--- config.mk ---
export PLATFORM = sky130hd
export DESIGN_NAME = oh_pwr_seq
export DESIGN_NICKNAME = d
export VERILOG_FILES = /design/src/rtl/oh_pwr_seq_pkg.sv /design/src/rtl/oh_pwr_seq_ch.sv /design/src/rtl/oh_pwr_seq.sv
export SDC_FILE = /design/constraint.sdc
export NUM_CORES = 1
export LEC_CHECK = 0
export CELL_PAD_IN_SITES_DETAIL_PLACEMENT = 1
export CELL_PAD_IN_SITES_GLOBAL_PLACEMENT = 1
export CORE_AREA = 2 2 63 65
export DETAILED_ROUTE_END_ITERATION = 10
export DIE_AREA = 0 0 65 67
export PLACE_DENSITY = 0.81
export SYNTH_ARGS = -nofsm -noshare
export SYNTH_HDL_FRONTEND = slang
export SYNTH_SLANG_ARGS = --single-unit
--- constraint.sdc ---
create_clock -name clk -period 5.4 [get_ports clk]
set_clock_uncertainty 0.2 [all_clocks]
set_input_delay 1.08 -clock clk [delete_from_list [all_inputs] [get_ports clk]]
set_output_delay 1.08 -clock clk [all_outputs]
set_load 0.1 [all_outputs]
--- src/rtl/oh_pwr_seq_pkg.sv ---
// rtl/oh_pwr_seq_pkg.sv - power sequencer state encodings and constant helpers
package oh_pwr_seq_pkg;

  localparam int ST_W = 4;

  localparam logic [ST_W-1:0] S_OFF     = 4'd0;
  localparam logic [ST_W-1:0] S_REQ     = 4'd1;
  localparam logic [ST_W-1:0] S_RAMP    = 4'd2;
  localparam logic [ST_W-1:0] S_SETTLE  = 4'd3;
  localparam logic [ST_W-1:0] S_RESTORE = 4'd4;
  localparam logic [ST_W-1:0] S_RELRST  = 4'd5;
  localparam logic [ST_W-1:0] S_ON      = 4'd6;
  localparam logic [ST_W-1:0] S_ISO     = 4'd7;
  localparam logic [ST_W-1:0] S_SAVE    = 4'd8;
  localparam logic [ST_W-1:0] S_RSTA    = 4'd9;

  function automatic int clog2(input int value);
    int r;
    r = 0;
    while ((1 << r) < value) r++;
    return r;
  endfunction

  function automatic int max_int(input int a, input int b);
    return (a > b) ? a : b;
  endfunction

endpackage

--- src/rtl/oh_pwr_seq_ch.sv ---
// rtl/oh_pwr_seq_ch.sv - per-domain power-up/down sequencer with ramp/settle counter
module oh_pwr_seq_ch
  import oh_pwr_seq_pkg::*;
#(
  parameter int SEGS          = 4,
  parameter int RAMP_CYCLES   = 8,
  parameter int SETTLE_CYCLES = 16
) (
  input  logic            clk,
  input  logic            nreset,
  input  logic            req_on,
  input  logic            grant,
  output logic            req,
  output logic            holding,
  output logic [SEGS-1:0] npower,
  output logic            iso,
  output logic            ret_save,
  output logic            ret_restore,
  output logic            dom_nreset,
  output logic            on,
  output logic            busy
);

  localparam int RAMP_LEN = SEGS * RAMP_CYCLES;
  localparam int CNT_W    = clog2(max_int(RAMP_LEN, SETTLE_CYCLES) + 1);
  localparam logic [CNT_W-1:0] RAMP_LAST   = CNT_W'(RAMP_LEN - 1);
  localparam logic [CNT_W-1:0] SETTLE_LAST = CNT_W'(SETTLE_CYCLES - 1);

  logic [ST_W-1:0]  state;
  logic [CNT_W-1:0] cnt;

  always_ff @(posedge clk or negedge nreset) begin
    if (!nreset) begin
      state <= S_OFF;
      cnt   <= '0;
    end else begin
      case (state)
        S_OFF:     if (req_on) state <= S_REQ;
        S_REQ: begin
          if (grant) begin
            state <= S_RAMP;
            cnt   <= '0;
          end
        end
        S_RAMP: begin
          if (cnt == RAMP_LAST) begin
            state <= S_SETTLE;
            cnt   <= '0;
          end else begin
            cnt <= cnt + CNT_W'(1);
          end
        end
        S_SETTLE: begin
          if (cnt == SETTLE_LAST) begin
            state <= S_RESTORE;
            cnt   <= '0;
          end else begin
            cnt <= cnt + CNT_W'(1);
          end
        end
        S_RESTORE: state <= S_RELRST;
        S_RELRST:  state <= S_ON;
        S_ON:      if (!req_on) state <= S_ISO;
        S_ISO:     state <= S_SAVE;
        S_SAVE:    state <= S_RSTA;
        S_RSTA:    state <= S_OFF;
        default:   state <= S_OFF;
      endcase
    end
  end

  // Segment j closes once the ramp counter passes j*RAMP_CYCLES; all open together on reaching OFF.
  always_comb begin
    npower = '1;
    if (state == S_RAMP) begin
      for (int j = 0; j < SEGS; j++) begin
        npower[j] = !(32'(cnt) >= $unsigned(j * RAMP_CYCLES));
      end
    end else if (state != S_OFF && state != S_REQ) begin
      npower = '0;
    end
  end

  assign req         = (state == S_REQ);
  assign holding     = (state == S_RAMP) || (state == S_SETTLE);
  assign iso         = (state != S_ON);
  assign ret_save    = (state == S_SAVE);
  assign ret_restore = (state == S_RESTORE);
  assign dom_nreset  = (state == S_RELRST) || (state == S_ON) ||
                       (state == S_ISO) || (state == S_SAVE);
  assign on          = (state == S_ON);
  assign busy        = (state != S_OFF) && (state != S_ON);

endmodule

--- src/rtl/oh_pwr_seq.sv ---
// rtl/oh_pwr_seq.sv - N-domain power-gating sequencer with one-at-a-time ramp arbitration
module oh_pwr_seq
  import oh_pwr_seq_pkg::*;
#(
  parameter int N             = 2,
  parameter int SEGS          = 4,
  parameter int RAMP_CYCLES   = 8,
  parameter int SETTLE_CYCLES = 16
) (
  input  logic              clk,
  input  logic              nreset,
  input  logic [N-1:0]      req_on,
  output logic [N*SEGS-1:0] npower,
  output logic [N-1:0]      iso,
  output logic [N-1:0]      ret_save,
  output logic [N-1:0]      ret_restore,
  output logic [N-1:0]      dom_nreset,
  output logic [N-1:0]      on,
  output logic [N-1:0]      busy
);

  logic [N-1:0] req;
  logic [N-1:0] holding;
  logic [N-1:0] grant;

  // Only power-up ramps compete; a new grant waits until the current holder leaves SETTLE.
  always_comb begin
    grant = '0;
    if (!(|holding)) begin
      for (int i = N - 1; i >= 0; i--) begin
        if (req[i]) begin
          grant    = '0;
          grant[i] = 1'b1;
        end
      end
    end
  end

  for (genvar i = 0; i < N; i++) begin : g_ch
    oh_pwr_seq_ch #(
      .SEGS          (SEGS),
      .RAMP_CYCLES   (RAMP_CYCLES),
      .SETTLE_CYCLES (SETTLE_CYCLES)
    ) u_ch (
      .clk         (clk),
      .nreset      (nreset),
      .req_on      (req_on[i]),
      .grant       (grant[i]),
      .req         (req[i]),
      .holding     (holding[i]),
      .npower      (npower[i*SEGS +: SEGS]),
      .iso         (iso[i]),
      .ret_save    (ret_save[i]),
      .ret_restore (ret_restore[i]),
      .dom_nreset  (dom_nreset[i]),
      .on          (on[i]),
      .busy        (busy[i])
    );
  end

endmodule

# Word level (Yosys, flattened, before mapping)
# Index checks and enable logic that the tools add are counted.
[op_classes]
eq_ne = 34
n_reduce_logical = 29
n_addsub = 2
n_mux = 27
n_lt_le_gt_ge = 6
[ops]
columns = ["cell", "count"]
rows = [
  ["$pmux 4 s9", 2],
  ["$mux 4", 14],
  ["$mux 6", 6],
  ["$pmux 6 s3", 2],
  ["$eq 4x3->1 const B", 8],
  ["$ge 6x5->1 const B", 4],
  ["$eq 4x2->1 const B", 4],
  ["$add 6x1->6 const B", 2],
  ["$eq 6x4->1 const B", 2],
  ["$eq 6x5->1 const B", 2],
  ["$ge 6x4->1 const B", 2],
  ["$ne 2x2->1 const B", 6],
  ["$reduce_and 5->1", 2],
  ["$eq 4x1->1 const B", 2],
  ["$eq 4x4->1 const B", 2],
  ["$logic_not 4->1", 2],
  ["$logic_or 1x1->1", 8],
  ["$ne 2x1->1 const B", 4],
  ["$ne 4x1->1 const B", 2],
  ["$ne 4x3->1 const B", 2],
  ["$reduce_bool 4->1", 2],
  ["$logic_not 1->1", 6],
  ["$mux 2", 3],
  ["$reduce_bool 3->1", 2],
  ["other kinds (3)", 7],
]
[totals]
input_bits = 4
regBits = 20
output_inout_bits = 20

# Longest topological paths before layout
[logic_depth]
word_depth = 6
mapped_depth = 6
depth_no_buf = 5

# Cells and area by module
# A second synthesis with hierarchy kept.
[unflattened]
cells_unflattened = 176
hier_area_um2 = 1476.4
[by_module_without_submodules]
columns = ["module", "area_each_um2", "n_inst", "cells_each", "seq_area_each_um2"]
rows = [
  ["oh_pwr_seq_ch", 726.9, 2, 87, 250.2],
  ["oh_pwr_seq", 22.5, 1, 2, 0.0],
]

# Least setup slack after synthesis
# No wires, ideal clock.
[synth_timing]
kind = "flip-flop to output port"
startpoint = "register g_ch[0].u_ch.state[0]"
endpoint = "output npower[1]"
setup_slack_ps = 1427
n_path_buf = 1
stages_incl_launch_ff = 5
t_arrival_ps = 2693
cell_sequence = "dfrtp_1 -> clkbuf_1 -> or3_1 -> or2_2 -> a21oi_1"
[synth_between]
elab_chain_len = 4
[synth_rtl]
columns = ["element", "line_no", "source"]
rows = [
  ["start, declared", "oh_pwr_seq_ch.sv:29", "logic [ST_W-1:0] state;"],
  ["start signal, assigned", "oh_pwr_seq_ch.sv:34", "state <= S_OFF;"],
  ["start signal, assigned", "oh_pwr_seq_ch.sv:38", "S_OFF: if (req_on) state <= S_REQ;"],
  ["start signal, assigned", "oh_pwr_seq_ch.sv:41", "state <= S_RAMP;"],
  ["$ne 4x1->1 / $reduce_bool 4->1 (equally long branches)", "oh_pwr_seq_ch.sv:79", "end else if (state != S_OFF && state != S_REQ) begin"],
  ["$logic_and 1x1->1", "oh_pwr_seq_ch.sv:79", ""],
  ["$mux 4", "oh_pwr_seq_ch.sv:79", ""],
  ["$mux 4 (*)", "oh_pwr_seq_ch.sv:75", "if (state == S_RAMP) begin"],
  ["end, declared", "oh_pwr_seq.sv:13", "output logic [N*SEGS-1:0] npower,"],
]
# Mark *: on every way between the ends. The rest lies on a longest branch, timed or not.

# Worst setup path in the final report
[layout_timing]
startpoint = "register g_ch[1].u_ch.state[0]"
endpoint = "output npower[5]"
[layout_between]
elab_chain_len = 4
[layout_rtl]
columns = ["element", "line_no"]
rows = [
  ["start, declared", "oh_pwr_seq_ch.sv:29"],
  ["start signal, assigned", "oh_pwr_seq_ch.sv:34"],
  ["start signal, assigned", "oh_pwr_seq_ch.sv:38"],
  ["start signal, assigned", "oh_pwr_seq_ch.sv:41"],
  ["$ne 4x1->1 / $reduce_bool 4->1 (equally long branches)", "oh_pwr_seq_ch.sv:79"],
  ["$logic_and 1x1->1", "oh_pwr_seq_ch.sv:79"],
  ["$mux 4", "oh_pwr_seq_ch.sv:79"],
  ["$mux 4 (*)", "oh_pwr_seq_ch.sv:75"],
]
# Marked as above.

==> flow_summary.ini <==
[yosys]
synth_flop_cell = dfrtp_1
yosysWarnings = 0
async_reset_ff_frac = 1.000
avgSynthCellArea_sq_um = 8.266
ys_seq_area_frac = 0.3309
synth.net_count = 191
synth_edf_count = 0
syn_area_sq_um = 1513
synthDistinctLibCells = 44
ys_seq_elements = 20
netlist_instances = 183

[timing]
layout_setup_ws_ns = 1.316
rsz0062_at_grt = no
hold_viol = 0
finalCriticalPeriod_ns = 4.084
setup_viol = 0
clock.fmax_ghz = 0.2449
hold_ws_ns = 0.3290
period_share = 0.7563
tightest_slew_ns = 0.9942
relSlewSlack = 0.3351
slew_violations = 0
tns_ns = 0

[floorplanning]
fp.dieH_um = 67
start_util = 0.4195
ios = 24
placementRows = 22
dieArea_sq_um = 4355
coreArea_sq_um = 3606
die_x_um = 65

[worst_setup_path]
path_class = reg -> out
crit_required_ns = 4.12
cp.depth = 4
r2r_cells = 4
cpPeakStageDelay_ns = 1.15
cpLargestDelayFamily = buffers and inverters
startpoint_type = register
critical_path_peak_fanout = 16
cp_slowest_cell = clkdlybuf4s50_1
path_cells = or3_1 -> or2_2 -> a21oi_1 -> clkdlybuf4s50_1
path_buf_inv = 1
critPathArrivalTime_ns = 2.80
crit_path_end_kind = output port

[power_and_ir_drop]
p_switching_uw = 382.6
p_seq_frac = 0.289
power-per-cell-area_nw_per_um2 = 441.7
power_frac_clock = 0.201
p_total_uw = 764.8
internal-power_uw = 382.3
p_leak_nw = 0.7535
ir_drop_mv = 0.3390
netSwitchingFraction = 0.5002
combPwrFrac = 0.510

[routing]
wl_per_cell_um = 15.25
drt-total-wl_um = 3569
drtPass1Iterations = 4
vias_per_cell = 5.645
drtIter0Drc = 51
ant_nets = 0
dr_total_vias = 1321
drc = 0

[cts]
cts-resized-gates = 0
clkSinkCount = 20
ctsHoldBuffers = 0
clk_pin_slew_ns = 0.08
clock_path_buffers = 2
cts_buffers = 3
cts_setup_buffers = 0
cts_htree_levels = 1
clockRootBuffer = clkbuf_8
insertion_delay_ns = 0.27
cts_tree = done

[global_routing]
grtUsageMet3 = 0.02196
grt_use_total = 0.1830
grt_pass1_vias = 1359
top_usage_layer = met2
antenna_found_initial = 0
grt.overflow.total = 0
grt_max_degree = 21
grt_use_met2 = 0.3505
grt_use_met1 = 0.2021
grt_pass1_wl_um = 6141

[place]
hpwl_um = 2582
place_ws_ns = 1.619
gp_congestion = 0.8060
placed_cell_area_sq_um = 1660
port_buffers = 23
dpl.cell_count = 230

[layout]
final_area_sq_um = 1732
syn_to_final_growth_pct = 14.47
stdcell_count = 234
n_antenna_cell = 0
final_core_util = 0.4802
nNetsFinal = 195
drive_gt1_frac = 0.1022

[hold_path]
hold_path_depth = 1
hp-class = reg -> reg

[job]
cap_violations = 0

[run_status]
run_status = completed
synthesized netlist by cell type, types with 4 or more instances:
library cell / number / area [sq um]
a21oi_1: 12 / 60.06
buf_4: 13 / 97.59
clkbuf_1: 8 / 30.03
dfrtp_1: 20 / 500.5
ha_1: 4 / 50.05
inv_1: 9 / 33.78
nand2_1: 18 / 67.56
nand3_1: 6 / 30.03
nor2_1: 18 / 67.56
nor3_1: 5 / 25.02
o21ai_0: 7 / 35.03
or2_2: 5 / 31.28
or3_1: 5 / 31.28
registers in the layout, indices dropped and copies added, names as in the netlist:
name and flops:
g_ch.u_ch.cnt 12, g_ch.u_ch.state 8
cell usage in the layout, fill, tap and decap left out, types with 3 or more instances in the layout:
cell / count
dfrtp_1: 20
clkdlybuf4s50_1: 23
or2_2: 5
inv_1: 9
ha_1: 4
a21oi_1: 12
clkbuf_8: 3
nor3_1: 5
nor2_1: 18
a211o_1: 3
nor4b_1: 3
nand3_1: 6
nand2_1: 18
mux2_2: 3
xnor2_1: 3
or3_1: 5
o21ai_0: 7
o21bai_1: 3
kinds of logic (layout without fill, tap and decap cells):
family / count (synthesis) / count (layout) / share of synthesized area
compound gates: 44 / 44 / 0.2051
xor+xnor: 4 / 4 / 0.02316
fa+ha+maj: 4 / 4 / 0.03309
buf+inv: 33 / 36 / 0.1166
flops: 20 / 20 / 0.3309
mux: 5 / 5 / 0.03557
simple gates: 73 / 73 / 0.2556
layout make-up:
cell class              count  area, sq um
clock buffers               3        41.29
clock inverters             1        30.03
fillers                   434         1874
inverters                   9        33.78
multi-input cells         130        835.8
flip-flops and latches     20        500.5
well taps                  48        60.06
repair buffers             23        230.2
routing by layer:
metal	routed length [um]	part of all wire
met1	1509	0.42
met2	1873	0.52
met3	112	0.031
met4	73	0.020
met5	0	0
power by group through the flow:
stage	sequential (mW)	clock, mW	combinational (mW)
floorplan	0.189	0	0.354
CTS	0.220	0.158	0.395
global route	0.227	0.162	0.418
detailed placement	0.223	0	0.391
global placement	0.220	0	0.384
finish	0.221	0.153	0.390
path summary, 6_finish.rpt:
| kind | from | to | slack [ns] |
|---|---|---|---|
| worst min register to register | g_ch[0].u_ch.cnt[2] | g_ch[0].u_ch.cnt[2] | 0.33 |
| min in group asynchronous | nreset | g_ch[0].u_ch.cnt[0] | 1.14 |
| worst min-delay path | g_ch[0].u_ch.cnt[2] | g_ch[0].u_ch.cnt[2] | 0.33 |
| worst max register to register | g_ch[1].u_ch.state[1] | g_ch[0].u_ch.state[0] | 3.21 |
| max in group asynchronous | nreset | g_ch[1].u_ch.state[2] | 3.28 |
| worst max-delay path | g_ch[1].u_ch.state[0] | npower[5] | 1.32 |
(Power assumes the default switching activity.)
